File: config.mk
export PLATFORM = sky130hd
export DESIGN_NAME = char_stream_consumer
export DESIGN_NICKNAME = d
export VERILOG_FILES = /design/src/rtl/char_pkg.sv /design/src/rtl/char_validator.sv /design/src/rtl/char_stream_consumer.sv
export SDC_FILE = /design/constraint.sdc
export NUM_CORES = 1
export LEC_CHECK = 0
export ABC_AREA = 1
export CAP_MARGIN = 40
export CORE_ASPECT_RATIO = 0.7
export CORE_UTILIZATION = 51
export DETAILED_ROUTE_END_ITERATION = 8
export PLACE_DENSITY = 0.83
export SLEW_MARGIN = 0
export SYNTH_ARGS = -nofsm -noshare
export SYNTH_HDL_FRONTEND = slang
export SYNTH_SLANG_ARGS = --single-unit
File: constraint.sdc
create_clock -name clock -period 2.5 [get_ports clock]
set_clock_uncertainty 0.15 [all_clocks]
set_input_delay 0.25 -clock clock [delete_from_list [all_inputs] [get_ports clock]]
set_output_delay 0.25 -clock clock [all_outputs]
set_load 0.005 [all_outputs]
File: src/rtl/char_pkg.sv
// Shared definitions for the character-stream consumer and its validator.
//   State encodings for the consumer FSM, ASCII bounds for plaintext, and a
//   helper that classifies one byte as plaintext (lowercase a-z or space).
package char_pkg;

  // Consumer FSM states
  localparam logic [2:0] IDLE    = 3'd0;
  localparam logic [2:0] REQ     = 3'd1;
  localparam logic [2:0] CAPTURE = 3'd2;
  localparam logic [2:0] WRITE   = 3'd3;
  localparam logic [2:0] FINISH  = 3'd4;

  localparam logic [7:0] ASCII_LO_A  = 8'd97;
  localparam logic [7:0] ASCII_LO_Z  = 8'd122;
  localparam logic [7:0] ASCII_SPACE = 8'd32;

  // True for a lowercase letter or a space
  function automatic logic is_plain_char(input logic [7:0] c);
    return ((c >= ASCII_LO_A) && (c <= ASCII_LO_Z)) || (c == ASCII_SPACE);
  endfunction

endpackage

File: src/rtl/char_validator.sv
// Combinational plaintext check on one source word.
//   word     in   DATA_W  source word; only the low byte may be non-zero
//   valid_c  out  1       1 when upper bits are clear and the low byte is a-z or space
module char_validator
  import char_pkg::*;
#(
  parameter int unsigned DATA_W = 24
) (
  input  logic [DATA_W-1:0] word,
  output logic              valid_c
);

  assign valid_c = (word[DATA_W-1:8] == '0) && is_plain_char(word[7:0]);

endmodule

File: src/rtl/char_stream_consumer.sv
// Requesting end of the character-source handshake. Each run fetches up to
// NUM_CHARS words, writes their low bytes to consecutive RAM addresses and
// tracks whether every character was plaintext.
//   clock             in   1         rising-edge clock
//   reset             in   1         synchronous, active-high
//   start             in   1         begin a run (sampled in IDLE only)
//   char_in           in   DATA_W    source word, valid the cycle after a request
//   new_char_request  out  1         one-cycle request pulse to the source
//   wr_addr           out  ADDR_W    RAM write address
//   wr_data           out  8         RAM write data
//   wr_en             out  1         RAM write strobe
//   busy              out  1         run in progress
//   done              out  1         one-cycle end-of-run pulse
//   all_valid         out  1         every written character was valid
//   bad_index         out  ADDR_W    index of first invalid character
//   char_count        out  ADDR_W+1  characters written this run
module char_stream_consumer
  import char_pkg::*;
#(
  parameter int unsigned NUM_CHARS   = 32,
  parameter int unsigned ADDR_W      = 5,
  parameter int unsigned DATA_W      = 24,
  parameter bit          STOP_ON_BAD = 1'b0
) (
  input  logic              clock,
  input  logic              reset,
  input  logic              start,
  input  logic [DATA_W-1:0] char_in,
  output logic              new_char_request,
  output logic [ADDR_W-1:0] wr_addr,
  output logic [7:0]        wr_data,
  output logic              wr_en,
  output logic              busy,
  output logic              done,
  output logic              all_valid,
  output logic [ADDR_W-1:0] bad_index,
  output logic [ADDR_W:0]   char_count
);

  // idx is one bit wider than the address so NUM_CHARS = 2**ADDR_W cannot wrap
  localparam logic [ADDR_W:0] LAST_IDX = (ADDR_W+1)'(NUM_CHARS - 1);
  localparam logic [ADDR_W:0] IDX_ONE  = (ADDR_W+1)'(1);

  logic [2:0]        state_q;
  logic [2:0]        state_d;
  logic [ADDR_W:0]   idx_q;
  logic [DATA_W-1:0] cap_q;
  logic              cap_valid_c;
  logic              last_c;

  char_validator #(.DATA_W(DATA_W)) u_validator (
    .word    (cap_q),
    .valid_c (cap_valid_c)
  );

  assign last_c = (idx_q == LAST_IDX);

  // Next-state logic
  always_comb begin
    state_d = state_q;
    case (state_q)
      IDLE:    if (start) state_d = REQ;
      REQ:     state_d = CAPTURE;
      CAPTURE: state_d = WRITE;
      WRITE:   state_d = (last_c || (STOP_ON_BAD && !cap_valid_c)) ? FINISH : REQ;
      FINISH:  state_d = IDLE;
      default: state_d = IDLE;
    endcase
  end

  // State, registered strobes and datapath
  always_ff @(posedge clock) begin
    if (reset) begin
      state_q          <= IDLE;
      idx_q            <= '0;
      cap_q            <= '0;
      new_char_request <= 1'b0;
      wr_en            <= 1'b0;
      wr_addr          <= '0;
      wr_data          <= '0;
      busy             <= 1'b0;
      done             <= 1'b0;
      all_valid        <= 1'b1;
      bad_index        <= '0;
      char_count       <= '0;
    end else begin
      state_q          <= state_d;
      // Strobes are decoded from the next state so they line up with it
      new_char_request <= (state_d == REQ);
      wr_en            <= (state_d == WRITE);
      busy             <= (state_d != IDLE);
      done             <= (state_d == FINISH);
      case (state_q)
        IDLE: begin
          if (start) begin
            idx_q      <= '0;
            char_count <= '0;
            bad_index  <= '0;
            all_valid  <= 1'b1;
          end
        end
        CAPTURE: begin
          // wr_data/wr_addr load alongside cap_q so the write lands in WRITE
          cap_q   <= char_in;
          wr_addr <= idx_q[ADDR_W-1:0];
          wr_data <= char_in[7:0];
        end
        WRITE: begin
          char_count <= idx_q + IDX_ONE;
          idx_q      <= idx_q + IDX_ONE;
          // all_valid still high means this is the first invalid character
          if (!cap_valid_c && all_valid) begin
            all_valid <= 1'b0;
            bad_index <= idx_q[ADDR_W-1:0];
          end
        end
        default: ;
      endcase
    end
  end

endmodule

==> run metrics, run 1 <==
LEAKAGE 1.09 nW; Worst Path Buf+Inv 1; Critical Path Start idx_q[5]; Design Area, Final 2630 sq um; synthesis-to-finish area growth 29.6%; Via Count 1784; CP arrival 1360 ps; hold depth 2; R2R setup slack 820 ps; first-pass GRT wire length 7300 microns; synthesized netlist cell count 268; Initial Util 55.5%; Slowest-stage cell, CP clkdlybuf4s50_1; Post-Syn Nets 296; fillers 314; Pwr Density 637 nW/um^2; slew margin rel. 60.7%; Avg Inst Size Synth 7.56 sq um; vias per cell 4.90; Max Fclk 570 MHz; Worst EP required 2100 ps; initial DRC count 86; dpl hpwl 3050 microns; crit path capture type output pin; 1st-pass router iterations 4; CTS max path bufs 2; sequential fraction of the synthesis area 47.4%; final WL 4230 microns; vias in the first global route 1618; critical path class flip-flop to output pin; wl on met1 2180 microns; Root Driver clkbuf_8; TritonCTS buffer count 5; worst reg2reg startpoint idx_q[0]; RSZ-0062 raised after global routing false; largest family of logic cells by synthesized area simple AND/OR/NAND/NOR gates; mux cell area share after synthesis 0%; Ant. Diodes 0; Adder-Cell Fraction of Synth Area 0.618%; largest net degree at the start of global routing 38; Post-Syn Area 2030 sq um; Synthesis Warnings 0; RR Endpoint busy; post-synth cell types 30; Worst Reg-to-Reg Cells 10; Compound-Gate Fraction of Synth Area 13.4%; max layer used met4; worst slew pin tran 588 ps; Placement Cell Area 2560 sq um; # DRC 0; Post-Route Setup TNS 0 ps; post-cts hold buffer count 0; #FFs+latches synth 48; Routed WL per cell 11.6 microns; Final Max Tran Viols 0; core footprint 3650 sq um; htree depth 2; num rows 18; Post-DRT Antenna Nets 0; grt ovf 0; Met2 Wirelength 1760 microns; worst-path maximum fanout 6; DIE AREA 4230 sq um; Synth Area in Simple Gates 29.0%; I/O Pins 56; kind of start point of the critical path flip-flop; Worst Hold Class flip-flop to flip-flop; met3 routed WL 243 microns; status finished, final reports clean; Post-Synth XOR/XNOR Area 0%; Worst Hold Path EP cap_q[21]; Routability Congestion 0.770; final hold viol count 0; CP cell instances clkdlybuf4s50_1; Max stage delay on crit path 570 ps; post_cts resized 0; fin crit share 70.2%; clock slew at reported path FFs 80 ps; CTS tree done; TritonCTS Sinks 48; most frequent cells in the layout 69 x nor2_1, 55 x clkdlybuf4s50_1, 48 x dfxtp_1, 37 x nand2_1, 30 x o21ai_0; HP Start cap_q[21]; gr usage total 22.9%; die height 54.7 microns; Tmin final 1760 ps; clock latency on the worst-skew pair 290 ps; share of cells above drive strength 1 9.87%; Post CTS Setup Buffer Count 0; initial antenna violation count 0; Final nets 344; Final setup viols 0; max cap viols 0; PortBufs 55; die width 77.3 microns; most common cell after layout, fill and taps aside nor2_1; Worst VDD drop 0.000398 V; CP top delay family buffers and inverters
[synthesized netlist by cell type, drive strengths merged]
cell     n  area share [%]
nor2    74              15
dfxtp   48              47
nand2   42             8.6
o21ai   32             7.9
inv     22             4.1
a21oi   14             3.5
buf     13             4.5
clkbuf   5            0.99
nand3    4            0.99
nor3     3             1.8
nand3b   2            0.74
nor4     2             1.4
a211oi   1            0.62
a21boi   1            0.37
a221oi   1            0.74
a31oi    1            0.31
ha       1            0.62
nand4    1            0.31
or2      1            0.31
[power by group]
group / total, W / leakage [nW] / switching, W / internal (W)
Clock: 0.000409 / 0.0359 / 0.000229 / 0.000181
Combinational: 0.000378 / 0.662 / 0.000189 / 0.000189
Sequential: 0.000885 / 0.393 / 0.0000419 / 0.000843
[layout make-up]
class                   count  area (sq um)  area share (%)
well taps                  50          62.6            2.38
multi-input cells         180           871            33.2
repair buffers             59           581            22.1
inverters                  22          82.6            3.14
flip-flops and latches     48           961            36.6
clock buffers               5          68.8            2.62
[metrics by stage]
step | util, % | hold WS (ps) | setup WS, ps | std cells | total power (W)
2_1_floorplan | - | 235 | 1010 | 268 | 0.00112
3_5_place_dp | 70.1 | 296 | 727 | 359 | 0.00128
6_report | 72.0 | 304 | 744 | 364 | 0.00167
3_3_place_gp | 70.1 | 290 | 796 | 359 | 0.00127
5_1_grt | 72.0 | 326 | 645 | 364 | 0.00178
4_1_cts | 72.0 | 308 | 750 | 364 | 0.00168
[per-layer routing]
layer,global-route usage (%),vias up
li1,-,934
met5,0,-
met1,31.6,797
met3,5.33,5
met4,8.81,0
met2,35.3,48
[registers in the layout, summed over array words and instances (netlist names)]
| register | flops |
|---|---|
| all_valid | 1 |
| busy | 1 |
| wr_en | 1 |
| new_char_request | 1 |
| done | 1 |
| wr_addr | 5 |
| wr_data | 7 |
| cap_q | 17 |
| idx_q | 6 |
| state_q | 3 |
| bad_index | 5 |
[how the worst max path moves through the flow]
| stage | to | cells after the start |
|---|---|---|
| 4_1_cts | char_count[5] | 1 |
| 5_1_grt | bad_index[1] | 9 |
| 6_report | char_count[5] | 1 |
| 3_5_place_dp | bad_index[1] | 8 |
| 3_3_place_gp | bad_index[1] | 8 |
| 2_1_floorplan | busy | 10 |
[logic make-up (layout without fill, tap and decap cells)]
group	Yosys count	count (layout)
adder cells (fa/ha/maj)	1	1
AO/OA/AOI/OAI	50	50
flip-flops	48	48
buffers and inverters	40	86
AND/OR/NAND/NOR	129	129
Note: power is estimated with default switching activity, not from simulation.
==> run 2, diff against run 1 <==
CORE_UTILIZATION = 47   (was 51)
PLACE_DENSITY = 0.77   (was 0.83)
clock period = 1.7 ns   (was 2.5 ns; I/O delays follow)
==> run metrics, run 2 (synthesized netlist as in run 1, its figures left out) <==
Pwr Density 1000 nW/um^2 (was 637 nW/um^2); worst slew pin tran 566 ps (was 588 ps); Largest register FFs 17 (unchanged); status finished, final reports clean (unchanged); slew margin rel. 62.2% (was 60.7%); Max Fclk 621 MHz; Post-Route Setup TNS 0 ps (unchanged); core footprint 4020 sq um (was 3650 sq um); Top Registers cap_q: 17 flops, wr_data: 7 flops, idx_q: 6 flops (unchanged); share of cells above drive strength 1 13.6% (was 9.87%); # DRC 0 (unchanged); Worst Hold Class input pin to flip-flop (was flip-flop to flip-flop); Final setup viols 0 (unchanged); Routability Congestion 0.786 (was 0.770); Via Count 1828 (was 1784); max cap viols 0 (unchanged); RSZ-0062 raised after global routing false (unchanged); kind of start point of the critical path flip-flop (unchanged); LEAKAGE 1.15 nW (was 1.09 nW); Post CTS Setup Buffer Count 0 (unchanged); HP Start char_in[5] (was cap_q[21]); largest net degree at the start of global routing 38 (unchanged); post-cts hold buffer count 0 (unchanged); final WL 4470 microns (was 4230 microns); Critical Path Start idx_q[0] (was idx_q[5]); most common cell after layout, fill and taps aside nor2_1 (unchanged); CP arrival 1290 ps (was 1360 ps); Reg area 965 sq um (was 961 sq um); Design Area, Final 2730 sq um (was 2630 sq um); Tot Pwr 0.00274 W (was 0.00167 W); vias per cell 4.87 (was 4.90); synthesis-to-finish area growth 34.9% (was 29.6%); first-pass GRT wire length 7680 microns (was 7300 microns); grt ovf 0 (unchanged); num rows 19 (was 18); footprint of the multi-input gates 873 sq um (was 871 sq um); I/O Pins 56 (unchanged); post_cts resized 0 (unchanged); vias in the first global route 1700 (was 1618); worst-path maximum fanout 5 (was 6); crit path capture type output pin (unchanged); gr usage total 22.1% (was 22.9%); Initial Util 50.4% (was 55.5%); TritonCTS buffer count 5 (unchanged); worst reg2reg startpoint idx_q[1] (was idx_q[0]); die height 56.9 microns (was 54.7 microns); Tmin final 1610 ps; Final nets 350 (was 344); PnR worst setup slack 90.7 ps (was 744 ps); Ant. Diodes 0 (unchanged); Worst EP required 1380 ps (was 2100 ps); DIE AREA 4580 sq um (was 4230 sq um); initial DRC count 74 (was 86); CTS max path bufs 2 (unchanged); critical path class flip-flop to output pin (unchanged); fin crit share 94.7%; initial antenna violation count 0 (unchanged); most frequent cells in the layout 68 x nor2_1, 55 x clkdlybuf4s50_1, 45 x dfxtp_1, 37 x nand2_1, 30 x o21ai_0 (was 69 x nor2_1, 55 x clkdlybuf4s50_1, 48 x dfxtp_1, 37 x nand2_1, 30 x o21ai_0); clock slew at reported path FFs 90 ps (was 80 ps); Routed WL per cell 11.9 microns (was 11.6 microns); CTS tree done (unchanged); Reg with most FFs cap_q (unchanged); clock latency on the worst-skew pair 310 ps (was 290 ps); Final Max Tran Viols 0 (unchanged); Worst VDD drop 0.000628 V (was 0.000398 V); dpl hpwl 3340 microns (was 3050 microns); fillers 352 (was 314); htree depth 2 (unchanged); die width 80.5 microns (was 77.3 microns); final std cells w/o fill 375 (was 364); Root Driver clkbuf_8 (unchanged); PortBufs 55 (unchanged); Post-Place Cells 367 (was 359); Post-DRT Antenna Nets 0 (unchanged); 1st-pass router iterations 4 (unchanged); pre-CTS WS 115 ps (was 727 ps); Placement Cell Area 2610 sq um (was 2560 sq um); TritonCTS Sinks 48 (unchanged); final hold viol count 0 (unchanged)
run 2: changes by cell type in the layout (fill, tap and decap cells not counted):
cell,before,now
buf_4,4,10
bufinv_16,0,1
clkbuf_8,5,6
clkinv_4,0,1
dfxtp_1,48,45
dfxtp_2,0,3
nor2_1,69,68
nor2_2,3,4
run 2: routing by layer:
metal	GRT usage (%)	wire, microns
met2	33.3	1900
met4	8.42	38
met1	30.9	2240
met3	4.72	292
met5	0	0
run 2: area by class of cell:
class / instances / area share [%]
clock inverters: 2 / 1.42
multi-input cells: 180 / 32.0
repair buffers: 65 / 22.9
clock buffers: 6 / 3.02
well taps: 52 / 2.38
inverters: 22 / 3.02
flip-flops and latches: 48 / 35.3
run 2: power breakdown:
group	switching [W]	internal, W	total, W	leakage, nW
Combinational	0.000282	0.000286	0.000568	0.694
Clock	0.000390	0.000481	0.000871	0.0614
Sequential	0.0000624	0.00124	0.00130	0.394
run 2: worst paths after layout:
check | endpoint | slack [ps] | depth (start not counted)
worst max-delay path | char_count[0] | 90 | 2
worst min-delay path | wr_data[5] | 290 | 3
worst min register to register | cap_q[23] | 310 | 2
worst max register to register | busy | 160 | 10
run 2: through the flow:
step | hold WS, ps | utilization (%)
floorplan | 155 | -
detailed placement | 295 | 64.8
CTS | 291 | 67.9
global placement | 292 | 64.8
finish | 292 | 68.0
global route | 302 | 68.0
run 2: critical path, cell delays in order, from the launching register on:
cell,delay [ps]
dfxtp_2,340
buf_4,140
clkdlybuf4s50_1,500
==> run 3, diff against run 2 <==
HOLD_SLACK_MARGIN = 0.08   (was default)
==> results of run 3 <==
Final layout, timing and power as in run 2 (identical DEF).
